**config.mk**
```make
export PLATFORM = sky130hd
export DESIGN_NAME = hazard_predict_unit
export DESIGN_NICKNAME = d
export VERILOG_FILES = /design/src/rtl/hazard_predict_unit_pkg.sv /design/src/rtl/hazard_predict_unit_bpred_table.sv /design/src/rtl/hazard_predict_unit.sv
export SDC_FILE = /design/constraint.sdc
export NUM_CORES = 1
export LEC_CHECK = 0
export ABC_AREA = 1
export ABC_CLOCK_PERIOD_IN_PS = 4100
export CAP_MARGIN = 20
export CORE_UTILIZATION = 60
export CTS_BUF_LIST = sky130_fd_sc_hd__clkbuf_8 sky130_fd_sc_hd__clkbuf_16
export CTS_CLUSTER_DIAMETER = 100
export DETAILED_ROUTE_END_ITERATION = 6
export GPL_ROUTABILITY_DRIVEN = 1
export PLACE_DENSITY = 0.81
export SLEW_MARGIN = 20
export SYNTH_ARGS = -nofsm -noshare
export SYNTH_HDL_FRONTEND = slang
export SYNTH_SLANG_ARGS = --single-unit
```
**constraint.sdc**
```tcl
create_clock -name clk -period 4.1 [get_ports clk]
set_input_delay 0.82 -clock clk [delete_from_list [all_inputs] [get_ports clk]]
set_output_delay 0.82 -clock clk [all_outputs]
set_load 0.05 [all_outputs]
```
**src/rtl/hazard_predict_unit_pkg.sv**
```systemverilog
// Shared encodings and helpers for the hazard/forwarding unit and its branch predictor.
// Used by hazard_predict_unit and bpred_table.
package hazard_predict_unit_pkg;

    typedef enum logic [1:0] {
        BRMUX_SEQ      = 2'b00,
        BRMUX_TARGET   = 2'b01,
        BRMUX_FALLTHRU = 2'b10
    } brmux_e;

    typedef enum logic [1:0] {
        FWD_REGFILE = 2'b00,
        FWD_RESULTW = 2'b01,
        FWD_ALUOUTM = 2'b10
    } fwd_e;

    // Weakly not-taken: one taken branch is enough to flip the prediction.
    localparam logic [1:0] CTR_RESET = 2'b01;

    function automatic logic [1:0] sat_update(input logic [1:0] ctr, input logic taken);
        if (taken) begin
            return (ctr == 2'b11) ? 2'b11 : ctr + 2'b01;
        end
        return (ctr == 2'b00) ? 2'b00 : ctr - 2'b01;
    endfunction

    function automatic fwd_e fwd_sel(input logic [4:0] src,
                                     input logic       regwrite_m,
                                     input logic [4:0] writereg_m,
                                     input logic       regwrite_w,
                                     input logic [4:0] writereg_w);
        if (regwrite_m && (writereg_m != 5'd0) && (writereg_m == src)) begin
            return FWD_ALUOUTM;
        end
        if (regwrite_w && (writereg_w != 5'd0) && (writereg_w == src)) begin
            return FWD_RESULTW;
        end
        return FWD_REGFILE;
    endfunction

endpackage

```
**src/rtl/hazard_predict_unit_bpred_table.sv**
```systemverilog
// Table of 2-bit saturating branch counters, indexed by low PC bits.
// Read is combinational and sees the value before any same-cycle update.
module bpred_table
    import hazard_predict_unit_pkg::*;
#(
    parameter int IDXW = 6
) (
    input  logic            clk,
    input  logic            reset,
    input  logic [IDXW-1:0] rd_idx,
    output logic            rd_taken,
    input  logic            upd_en,
    input  logic [IDXW-1:0] upd_idx,
    input  logic            upd_taken
);

    localparam int ENTRIES = 1 << IDXW;

    logic [1:0] ctr_q [ENTRIES];
    logic [1:0] ctr_d [ENTRIES];

    always_comb begin
        ctr_d = ctr_q;
        if (upd_en) begin
            ctr_d[upd_idx] = sat_update(ctr_q[upd_idx], upd_taken);
        end
    end

    always_ff @(posedge clk or negedge reset) begin
        if (!reset) begin
            for (int i = 0; i < ENTRIES; i++) begin
                ctr_q[i] <= CTR_RESET;
            end
        end else begin
            ctr_q <= ctr_d;
        end
    end

    assign rd_taken = ctr_q[rd_idx][1];

endmodule

```
**src/rtl/hazard_predict_unit.sv**
```systemverilog
// Pipeline hazard unit: forwarding selects, load-use and branch stalls,
// plus a 2-bit branch predictor resolved one stage later in E.
module hazard_predict_unit
    import hazard_predict_unit_pkg::*;
#(
    parameter int IDXW = 6
) (
    input  logic            clk,
    input  logic            reset,
    input  logic [4:0]      rsD,
    input  logic [4:0]      rtD,
    input  logic [4:0]      rsE,
    input  logic [4:0]      rtE,
    input  logic [4:0]      writeregE,
    input  logic [4:0]      writeregM,
    input  logic [4:0]      writeregW,
    input  logic            regwriteE,
    input  logic            regwriteM,
    input  logic            regwriteW,
    input  logic            memtoregE,
    input  logic            memtoregM,
    input  logic            branchD,
    input  logic            equalD,
    input  logic [IDXW-1:0] pcD,
    output logic            stallF,
    output logic            stallD,
    output logic            flushD,
    output logic            flushE,
    output logic            forwardAD,
    output logic            forwardBD,
    output logic [1:0]      forwardAE,
    output logic [1:0]      forwardBE,
    output logic            brbitF,
    output logic            branchCorrect,
    output logic [1:0]      brmuxsel
);

    logic            lwstall;
    logic            brstall;
    logic            mispredict;
    logic            pred_taken;
    logic            branch_e_q, branch_e_d;
    logic            pred_e_q,   pred_e_d;
    logic            taken_e_q,  taken_e_d;
    logic [IDXW-1:0] idx_e_q,    idx_e_d;

    always_comb begin
        forwardAE = fwd_sel(rsE, regwriteM, writeregM, regwriteW, writeregW);
        forwardBE = fwd_sel(rtE, regwriteM, writeregM, regwriteW, writeregW);
        forwardAD = regwriteM && (writeregM != 5'd0) && (writeregM == rsD);
        forwardBD = regwriteM && (writeregM != 5'd0) && (writeregM == rtD);
    end

    // A branch in D compares in D, so it must wait for any result still in E or a load in M.
    always_comb begin
        lwstall = memtoregE && (rtE != 5'd0) && ((rtE == rsD) || (rtE == rtD));
        brstall = branchD &&
                  ((regwriteE && (writeregE != 5'd0) &&
                    ((writeregE == rsD) || (writeregE == rtD))) ||
                   (memtoregM && (writeregM != 5'd0) &&
                    ((writeregM == rsD) || (writeregM == rtD))));
    end

    assign mispredict    = branch_e_q && (pred_e_q != taken_e_q);
    assign branchCorrect = branch_e_q && !mispredict;

    // A mispredict squashes the wrong-path instructions, so it overrides any stall.
    always_comb begin
        stallF   = 1'b0;
        stallD   = 1'b0;
        flushD   = 1'b0;
        flushE   = 1'b0;
        brmuxsel = BRMUX_SEQ;
        if (mispredict) begin
            flushD   = 1'b1;
            flushE   = 1'b1;
            brmuxsel = taken_e_q ? BRMUX_TARGET : BRMUX_FALLTHRU;
        end else begin
            stallF = lwstall || brstall;
            stallD = lwstall || brstall;
            flushE = lwstall || brstall;
        end
    end

    assign brbitF = branchD && pred_taken && !stallD && !mispredict;

    always_comb begin
        branch_e_d = branch_e_q;
        pred_e_d   = pred_e_q;
        taken_e_d  = taken_e_q;
        idx_e_d    = idx_e_q;
        if (flushE) begin
            branch_e_d = 1'b0;
        end else if (!stallD) begin
            branch_e_d = branchD;
            pred_e_d   = brbitF;
            taken_e_d  = equalD;
            idx_e_d    = pcD;
        end
    end

    always_ff @(posedge clk or negedge reset) begin
        if (!reset) begin
            branch_e_q <= 1'b0;
            pred_e_q   <= 1'b0;
            taken_e_q  <= 1'b0;
            idx_e_q    <= '0;
        end else begin
            branch_e_q <= branch_e_d;
            pred_e_q   <= pred_e_d;
            taken_e_q  <= taken_e_d;
            idx_e_q    <= idx_e_d;
        end
    end

    bpred_table #(
        .IDXW(IDXW)
    ) u_bpred_table (
        .clk      (clk),
        .reset    (reset),
        .rd_idx   (pcD),
        .rd_taken (pred_taken),
        .upd_en   (branch_e_q),
        .upd_idx  (idx_e_q),
        .upd_taken(taken_e_q)
    );

endmodule

```
# == After elaboration in Yosys (flattened, before gate mapping) ==
# Index checks and enable logic that the tools add are counted.
# totals
register_bits,137
latchBits,0
ram_bits,0
mem_bits_ro,0
input_bits,50
out_inout_bits,14
wordCells,161
memories,0
# classes
add_sub_neg,2
n_mul,0
n_div,0
n_lt_le_gt_ge,3
n_eq_ne,13
shifts,0
mux,37
n_bitwise,4
n_reduce_logical,34
# op_table
op,count
bitwise mux 128 bit,1
equality test 5 bit,10
2-to-1 mux 2 bit,20
binary-select mux 2 bit (select 6 bit),2
logical AND 1 bit,21
nonzero test 5 bit,4
>= comparator 7 bit (second input constant),2
NOT 6 -> 7 bit,2
2-to-1 mux 1 bit,13
demux 2 bit (select 6 bit),1
less-than comparator 7 x 1 -> 1 bit (second input constant),1
logical OR 1 bit,5
adder 2 x 1 -> 2 bit (second input constant),1
equality test 2 bit (second input constant),1
zero test 1 bit,2
zero test 2 bit,1
!= test 2 x 1 -> 1 bit (second input constant),1
NOT 1 bit,2
AND reduction 2 bit,1
subtractor 2 x 1 -> 2 bit (second input constant),1
!= test 1 bit,1

# == Longest topological paths before layout ==
# Gate-level depths: netlist of the first run.
# depth
word_depth,10
depth_mapped,18
ltp_nobuf,16

# == Modules after synthesis ==
# Synthesis of the first run repeated with hierarchy kept, for this count alone.
# hier_totals
hier_cells,1390
hier_area_um2,8911.0
# modules_own_cells
mod,n_inst,cells_per_inst,area_each_um2,seq_area_each_um2
bpred_table,1,1172,7618.6,3283.1
hazard_predict_unit,1,218,1292.5,225.2

# == Worst setup path after synthesis of the first run ==
# Ideal clock, no wire load.
# synth_path
kind,input to output
startpoint,in rtE[2]
endpoint,out forwardBE[0]
arrival_time_ps,3524
required_time_ps,3280
setup_slack_ps,-244
path_stages,5
n_path_buf,1
path_cell_list,clkbuf_1 -> xnor2_1 -> nand3_1 -> nor4_1 -> nor2_1
# synth_between
elab_chain_cells,6
word_cells_on_any_way,10
classes_between,eq/ne: 2; mux: 6; reduce/logical: 2
# synth_lines
element,line_no,text
start: declaration,hazard_predict_unit.sv:13,"input logic [4:0] rtE,"
equality test 5 bit,hazard_predict_unit_pkg.sv:35,if (regwrite_w && (writereg_w != 5'd0) && (writereg_w == src)) begin
logical AND 1 bit,hazard_predict_unit_pkg.sv:35,
2-to-1 mux 1 bit (2 in a row),hazard_predict_unit_pkg.sv:35,
2-to-1 mux 2 bit,hazard_predict_unit_pkg.sv:38,return FWD_REGFILE;
2-to-1 mux 2 bit *,hazard_predict_unit_pkg.sv:35,
end: declaration,hazard_predict_unit.sv:32,"output logic [1:0] forwardBE,"
# Mark *: on every way between the ends. The rest lies on a longest branch, timed or not. The select of a mux whose other input is x is not followed.

# == Worst setup path after layout of the first run ==
# layout_path
startpoint,in pcD[0]
endpoint,out brbitF
# layout_between
elab_chain_cells,7
# layout_lines
element,line_no,text
start: declaration,hazard_predict_unit.sv:24,"input logic [IDXW-1:0] pcD,"
NOT 6 -> 7 bit (implied by the code),hazard_predict_unit_bpred_table.sv:39,assign rd_taken = ctr_q[rd_idx][1];
binary-select mux 2 bit (select 6 bit),hazard_predict_unit_bpred_table.sv:39,
2-to-1 mux 2 bit (implied by the code) (2 in a row),hazard_predict_unit_bpred_table.sv:39,
logical AND 1 bit (3 in a row),hazard_predict_unit.sv:85,assign brbitF = branchD && pred_taken && !stallD && !mispredict;
end: declaration,hazard_predict_unit.sv:33,"output logic brbitF,"
# No other way between the ends. The select of a mux whose other input is x is not followed.

==> results.txt, run 1 <==
- Starting density of the core: 61.1%
* Row cnt: 44
- The initial antenna violation count was 0.
- The number of nets in the synthesized netlist is 1432.
* Asr flop ratio synth: 100%
- The HPWL after detailed placement is 17100 um.
- Placed cell areas: 9680 um2
- Buffers inserted during clock tree synthesis total 17.
- Along the worst path, the maximum fanout reaches 23.
* Area Overhead vs Synth: 16.7%
- The number of buffers and inverters on the critical path is 5.
- Crit path max-delay cell type: sky130_fd_sc_hd__clkdlybuf4s50_1
- Per report_power, the sequential group accounts for 35.6% of the total.
- Entering global routing, the biggest net connects 90 pins.
- Worst-path cell chain: clkdlybuf4s50_1 -> inv_1 -> buf_4 -> o211ai_1 -> nand2_1 -> o21ai_0 -> nand2_1 -> nand3_1 -> nand3b_1 -> nand2_1 -> nand2_1 -> inv_1 -> buf_12
- Die outline width: 123 um
- Largest cells by area after synthesis: sky130_fd_sc_hd__nand2_1, sky130_fd_sc_hd__dfrtp_1, sky130_fd_sc_hd__dfstp_2
* Global routing usage summed across all routing layers: 37.1%
* Power dissipated by switching net loads: 2430 uW
- In this run the vertical extent of the chip is 123 um.
- After routing, the total negative slack on setup checks comes to 0 ns.
- Synthesized flop and latch total: 137
- Final hold analysis gives a worst-case slack of 0.440 ns.
- Core outline area: 14500 um2
- Number of slew-limit violations in the final report: 0
- Primary FF master, synth: sky130_fd_sc_hd__dfrtp_1
* Clock period minus final worst setup slack: 3.78 ns
* Total chip power: 6170 uW
- The detailed router finished its first iteration with 1120 violations.
* Total number of clock tree sinks: 137
* Leading cell type by number of instances after synthesis: sky130_fd_sc_hd__nand2_1
- Final net count: 1468
- For the pin with the worst max-slew slack, the measured transition is 0.836 ns.
- Clock share of power: 27.7%
* Clock-pin transition on the worst setup and hold timing paths: 0.06 ns
- The post-route netlist has 9.85% of its cells at a drive strength greater than 1.
* Detailed-router iteration count before antenna repair: 7
- Internal power comes to 3730 uW.
- In the final routed layout, each cell accounts on average for 16.5 um.
* Antenna fix cells: 0
- The synthesized design spends more area on one cell type than any other, namely sky130_fd_sc_hd__nand2_1.
- For this run the aggregate overflow at the end of global routing stands at 0.
- Weighted congestion reported at the end of routability-driven placement: 0.922
- Worst skew pair latency: 0.43 ns
* Ratio of routed vias to standard cells: 5.61
* Class of the worst hold path: input pin to asynchronous set/reset pin
- Mean cell area of the mapped netlist: 6.41 um2
* Endpoint arrival time on the critical path: 2.96 ns
- Number of synthesized flops with an enable pin: 0
* IO buf count: 63
* Data required time at the worst endpoint: 3.28 ns
- The first global-routing pass estimated 42900 um of wire.
* Post-route design area: 10300 um2
- The die covers 15200 um2.
- Sequential elements use 39.6% of the synthesized area.
- Max_slew headroom: 44.3%
- Per report_power, the combinational group accounts for 36.7% of the total.
- The setup check on the worst reg-to-reg path leaves a slack of 0.99 ns.
* Switching part of the total power: 39.4%
- Counting stages on the worst path, the most repeated cell is sky130_fd_sc_hd__nand2_1.
* Post-route DRC: 0
- TritonCTS clock tree: yes
* Netlist Area Pre-Place: 8850 um2
* List of most frequent post-synthesis cells: sky130_fd_sc_hd__nand2_1, sky130_fd_sc_hd__inv_1, sky130_fd_sc_hd__nand3_1
* Library cell used as clock root buffer: sky130_fd_sc_hd__clkbuf_16
* Worst ir drop on vdd: 0.355 mV
- Leakage: 0.00512 uW
- The clock passes through at most 2 buffers.
- Status: finished clean
- Setup Skew: 0.00886 ns
* H-Tree Depth: 4
- The critical path is of the input pin to output port type.
- Maximum operating frequency: 265 MHz
- In this design, the stage delay of the slowest critical-path cell is 0.66 ns.
- The number of global-route vias before repair is 8769.
- The tool flagged a number of max-cap violations equal to 0.
- The worst setup path is launched from an input pin.
- YS warnings: 0
* Routed wire length: 26600 um
- Dividing total power by cell area gives a power density of 597 nW/um2.
- In this run, distinct cell masters in the synthesized netlist total 29.
- Synth top area share: 26.8%
- Total count of hold-check failures in the final report: 0
- Cells after synthesis: 1382
- Fraction of the cycle the final worst path needs: 92.1%
- Unrepaired setup endpoints after global routing: no
- DRT antenna net count: 0
* Count of vias placed by the detailed router: 9057
- Gate family responsible for the most delay along the worst path: buffers and inverters
- Ports: 64
- Setup Viol. Count Final: 0
- The worst setup path is captured at an output port.
-- kinds of logic (layout without fill, tap and decap cells) --
| group | count (synthesis) | after routing | synth area share [%] |
|---|---|---|---|
| AND/OR/NAND/NOR | 899 | 899 | 40.8 |
| buffers and inverters | 219 | 268 | 10.0 |
| flip-flops | 137 | 137 | 39.6 |
| AO/OA/AOI/OAI | 82 | 82 | 5.05 |
| XOR/XNOR | 45 | 45 | 4.45 |
-- per-stage QoR --
| step | setup WS, ns | util, % | std cells |
|---|---|---|---|
| after floorplan | 0.473 | - | 1382 |
| after global placement | 0.253 | 66.8 | 1583 |
| after detailed placement | 0.196 | 66.8 | 1583 |
| after CTS | 0.192 | 71.3 | 1615 |
| after global routing | 0.169 | 71.4 | 1615 |
| final | 0.323 | 71.4 | 1615 |
-- what timing repair did --
item / 4_1_cts / 5_1_grt
hold buffers: 0 / 0
setup buffers: 0 / 0
gates resized for setup: 0 / 1
endpoints found under the hold margin: 0 / 0
setup endpoints to repair: 0 / 1
-- worst reg2reg max path: cells and delay by family (launching register included) --
kind                   cells  cell delay (ns)
AOI/OAI and AO/OA          1             0.18
buffers and inverters      3             0.79
DFF                        1             0.60
and+or+nand+nor           10             1.46
-- flip-flops by register name, summed over array words and instances, names as in the netlist --
| name | cells |
|---|---|
| pred_e_q | 1 |
| u_bpred_table.ctr_q | 128 |
| idx_e_q | 6 |
| taken_e_q | 1 |
| branch_e_q | 1 |
-- layout make-up --
cell class,instances,area (um2)
fillers,1186,4150
clock inverters,13,199
flip-flops and latches,137,3510
well taps,184,230
inverters,158,593
clock buffers,19,453
multi-input cells,1026,4480
repair buffers,78,870
-- layout by cell type, fill, tap and decap left out, types with 3 or more instances in the layout --
cell type / count
sky130_fd_sc_hd__xnor2_1: 21
sky130_fd_sc_hd__dfrtp_1: 72
sky130_fd_sc_hd__clkbuf_16: 17
sky130_fd_sc_hd__buf_4: 9
sky130_fd_sc_hd__bufinv_16: 5
sky130_fd_sc_hd__buf_12: 11
sky130_fd_sc_hd__nor2_1: 104
sky130_fd_sc_hd__o211ai_1: 13
sky130_fd_sc_hd__xor2_1: 24
sky130_fd_sc_hd__clkdlybuf4s50_1: 57
sky130_fd_sc_hd__dfstp_2: 64
sky130_fd_sc_hd__or2_2: 12
sky130_fd_sc_hd__a21oi_1: 24
sky130_fd_sc_hd__o21ai_0: 39
sky130_fd_sc_hd__nand3_1: 119
sky130_fd_sc_hd__nand2_1: 632
sky130_fd_sc_hd__nor2_2: 3
sky130_fd_sc_hd__o21ai_1: 5
sky130_fd_sc_hd__nor3_1: 16
sky130_fd_sc_hd__inv_1: 155
sky130_fd_sc_hd__nand4_1: 4
sky130_fd_sc_hd__clkinv_2: 5
-- power by group through the flow --
stage	clock network [uW]	logic, uW	registers, uW
3_3_place_gp	0	2150	2190
4_1_cts	1720	2210	2180
5_1_grt	1770	2490	2240
3_5_place_dp	0	2200	2190
2_1_floorplan	0	1550	2100
6_report	1710	2260	2190
-- final timing paths --
kind                                          from                  endpoint  depth (start not counted)
setup / recovery                            pcD[0]                    brbitF                         13
max in group asynchronous                    reset    u_bpred_table.ctr_q[0]                          2
setup reg to reg                        idx_e_q[1]  u_bpred_table.ctr_q[122]                         14
min in group clk           u_bpred_table.ctr_q[32]   u_bpred_table.ctr_q[32]                          2
hold / removal                               reset  u_bpred_table.ctr_q[109]                          1
hold reg to reg            u_bpred_table.ctr_q[32]   u_bpred_table.ctr_q[32]                          2
-- layer usage --
metal / share of wire [%] / global-route usage (%) / vias up
met3: 10 / 9.41 / 108
met1: 39 / 45.5 / 4181
li1: - / - / 4295
met2: 46 / 59.5 / 473
met5: 0 / 0 / -
met4: 4.9 / 21.0 / 0
Power figures use the tool's default switching activity.
==> inputs of run 2 (changes only) <==
Settings changed: GPL_ROUTABILITY_DRIVEN 1 to 0, SLEW_MARGIN 20 to unset.
==> run 2 against run 1 <==
Sequential cell count unchanged. Final area shrank 1.1%. Worst hold slack improved by 0.0087 ns. Largest cell class unchanged. Critical path type unchanged. Register-to-register slack gained 0.10 ns. Global-route usage is 0.074 points higher.
==> results.txt, run 2 (synthesis results as in run 1) <==
* Detailed-router iteration count before antenna repair: 6 (-1)
* Ratio of routed vias to standard cells: 5.59 (-0.41%)
- TritonCTS built the clock tree.
- Type of element capturing the critical path: output port
- The TritonCTS buffer count is 17 (unchanged).
* Total count of hold-check failures in the final report: 0 (unchanged)
* Leading cell types in the layout, fill and taps excluded: sky130_fd_sc_hd__nand2_1, sky130_fd_sc_hd__inv_1, sky130_fd_sc_hd__nand3_1, sky130_fd_sc_hd__nor2_1, sky130_fd_sc_hd__dfrtp_1
* Crit path max-delay cell type: sky130_fd_sc_hd__nor2_1
* Post-route design area: 10200 um2 (-1.1%)
- Endpoint arrival time on the critical path: 3.11 ns (+0.15 ns)
- Number of slew-limit violations in the final report: 0 (unchanged)
- The post-route DRC violation count came to 0 (unchanged).
* Antenna fix cells: 0 (unchanged)
- Library cell used as clock root buffer: sky130_fd_sc_hd__clkbuf_16
- The number of non-filler instances in the completed layout came to 1618 (+0.19%).
* Setup Skew: 0.00766 ns (-0.00120 ns)
- Clock period minus final worst setup slack: 3.93 ns (+0.155 ns)
- The filler cell count in the final layout was 1237 (+4.3%).
* H-Tree Depth: 4 (unchanged)
- First-iteration detailed-routing DRC count: 1225 (+9.4%)
- Buffers and inverters on the worst path: 3 (-2)
- The number of hold buffers added after cts was 0 (unchanged).
* Worst skew pair latency: 0.44 ns (about the same)
- Element type at the critical path start: input pin
- The post-DP HPWL is 17200 um (+0.58%).
* Number of global-route vias before repair: 8651 (-1.3%)
* Pin count of the biggest net entering global routing: 92 (+2.2%)
- The placed instance count came to 1587 (+0.25%).
- Die outline width: 123 um (unchanged)
* Ports: 64 (unchanged)
- Area Overhead vs Synth: 15.4%
- Data required time at the worst endpoint: 3.28 ns (about the same)
- The highest fanout seen on the critical path came to 15 (-35%).
- The measured slew at the worst slew-check pin was 0.853 ns (+0.0168 ns).
- The net count reported at finish came to 1472 (+0.27%).
- The critical path goes through clkdlybuf4s50_1 -> xor2_1 -> nor2_1 -> nand3_1 -> nand2_1 -> nand2_1 -> nand2_1 -> nand2_1 -> nand2_1 -> nor2_1 -> inv_1 -> buf_4.
- The largest registers in the layout are u_bpred_table.ctr_q (128), idx_e_q (6).
* Setup TNS: 0 ns (unchanged)
* Global routing usage summed across all routing layers: 37.2% (+0.074 points)
- Maximum cell stage delay along the critical path: 0.63 ns (-0.03 ns)
- Most common cell after layout, fill and taps aside: sky130_fd_sc_hd__nand2_1
* Fraction of the cycle the final worst path needs: 95.9% (+3.8 points)
- In this design, the critical path's most frequently occurring cell is sky130_fd_sc_hd__nand2_1.
- The vertical extent of the die is 123 um (unchanged).
* Placed cell areas: 9670 um2 (about the same)
- The power density over the cells is 576 nW/um2 (-3.5%).
- The area of the core region was 14500 um2 (unchanged).
- The effective utilization at floorplan was 61.1% (unchanged).
- Die footprint: 15200 um2 (unchanged)
* Clock Tree Buf Depth: 2 (unchanged)
* Setup Viol. Count Final: 0 (unchanged)
- u_bpred_table.ctr_q holds more flip-flops than any other register.
* FF/Latch Area: 3510 um2 (unchanged)
* Setup CP Type: input pin to output port
* Share of final-layout standard cells stronger than drive strength 1: 9.48% (-0.37 points)
- The clock transition time at the flip-flop clock pins of the worst setup and hold paths is 0.06 ns (about the same).
- The highest ir drop seen on vdd is 0.363 mV (+2.2%).
* Unrepaired setup endpoints after global routing: no
- The number of cell rows was 44 (unchanged).
- The routed length per instance came to 16.5 um (+0.19%).
- The post-CTS resize count is 0 (unchanged).
* Class of the worst hold path: input pin to asynchronous set/reset pin
* Max_slew headroom: 43.1% (-1.1 points)
- Maximum operating frequency: 254 MHz (-3.9%)
* Status: finished clean
* Max FFs per register: 128 (unchanged)
* Wire length of the first global-routing pass: 42800 um (-0.38%)
- Among cell families on the critical path, the largest total delay comes from simple AND/OR/NAND/NOR gates.
- The static leakage was 0.00510 uW (-0.34%).
* Count of vias placed by the detailed router: 9037 (-0.22%)
- Number of antenna violations at the first check in global routing: 0 (unchanged)
- DRT antenna net count: 0 (unchanged)
* Count of maximum capacitance violations: 0 (unchanged)
* Routed wire length: 26700 um (+0.37%)
- The combined area of the multi-input logic cells came to 4470 um2 (about the same).
* Gr ovfl total: 0 (unchanged)
- The number of sinks handled by clock tree synthesis is 137 (unchanged).
* IO buf count: 63 (unchanged)
* Post-CTS Setup Bufs: 0 (unchanged)
run 2: path summary, 6_finish.rpt:
path	startpoint	to	slack, ns	cells after the start
max in group asynchronous	reset	u_bpred_table.ctr_q[18]	2.84	2
hold / removal	reset	u_bpred_table.ctr_q[107]	0.45	1
setup / recovery	writeregM[1]	flushE	0.17	12
setup reg to reg	idx_e_q[0]	u_bpred_table.ctr_q[16]	1.09	14
min in group clk	u_bpred_table.ctr_q[48]	u_bpred_table.ctr_q[48]	0.46	2
hold reg to reg	u_bpred_table.ctr_q[48]	u_bpred_table.ctr_q[48]	0.46	2
run 2: layout make-up:
type	instances	share of cell area, %
clock buffer	21	4.70
timing repair buffer	82	8.44
sequential	137	34.4
clock inverter	10	0.649
tap	184	2.25
multi-input combinational	1026	43.8
inverter	158	5.81
run 2: metrics by stage:
step                setup WS (ns)  hold WS [ns]  power [uW]  util (%)
global route              0.00595         0.477        6200      70.6
finish                      0.168         0.448        5880      70.6
detailed placement          0.196         0.455        4380      66.8
global placement            0.251         0.453        4330      66.8
floorplan                   0.473         0.447        3650         -
CTS                         0.186         0.465        5840      70.6
run 2: power by group:
| group | switching, uW | total, uW | internal [uW] |
|---|---|---|---|
| combinational | 1560 | 2250 | 694 |
| sequential | 256 | 2180 | 1920 |
| clock | 577 | 1450 | 876 |
run 2: layer usage:
metal / GRT usage [%] / wire, um
met1: 46.8 / 10700
met2: 58.8 / 12200
met3: 8.86 / 2560
met4: 20.6 / 1270
met5: 0 / 0
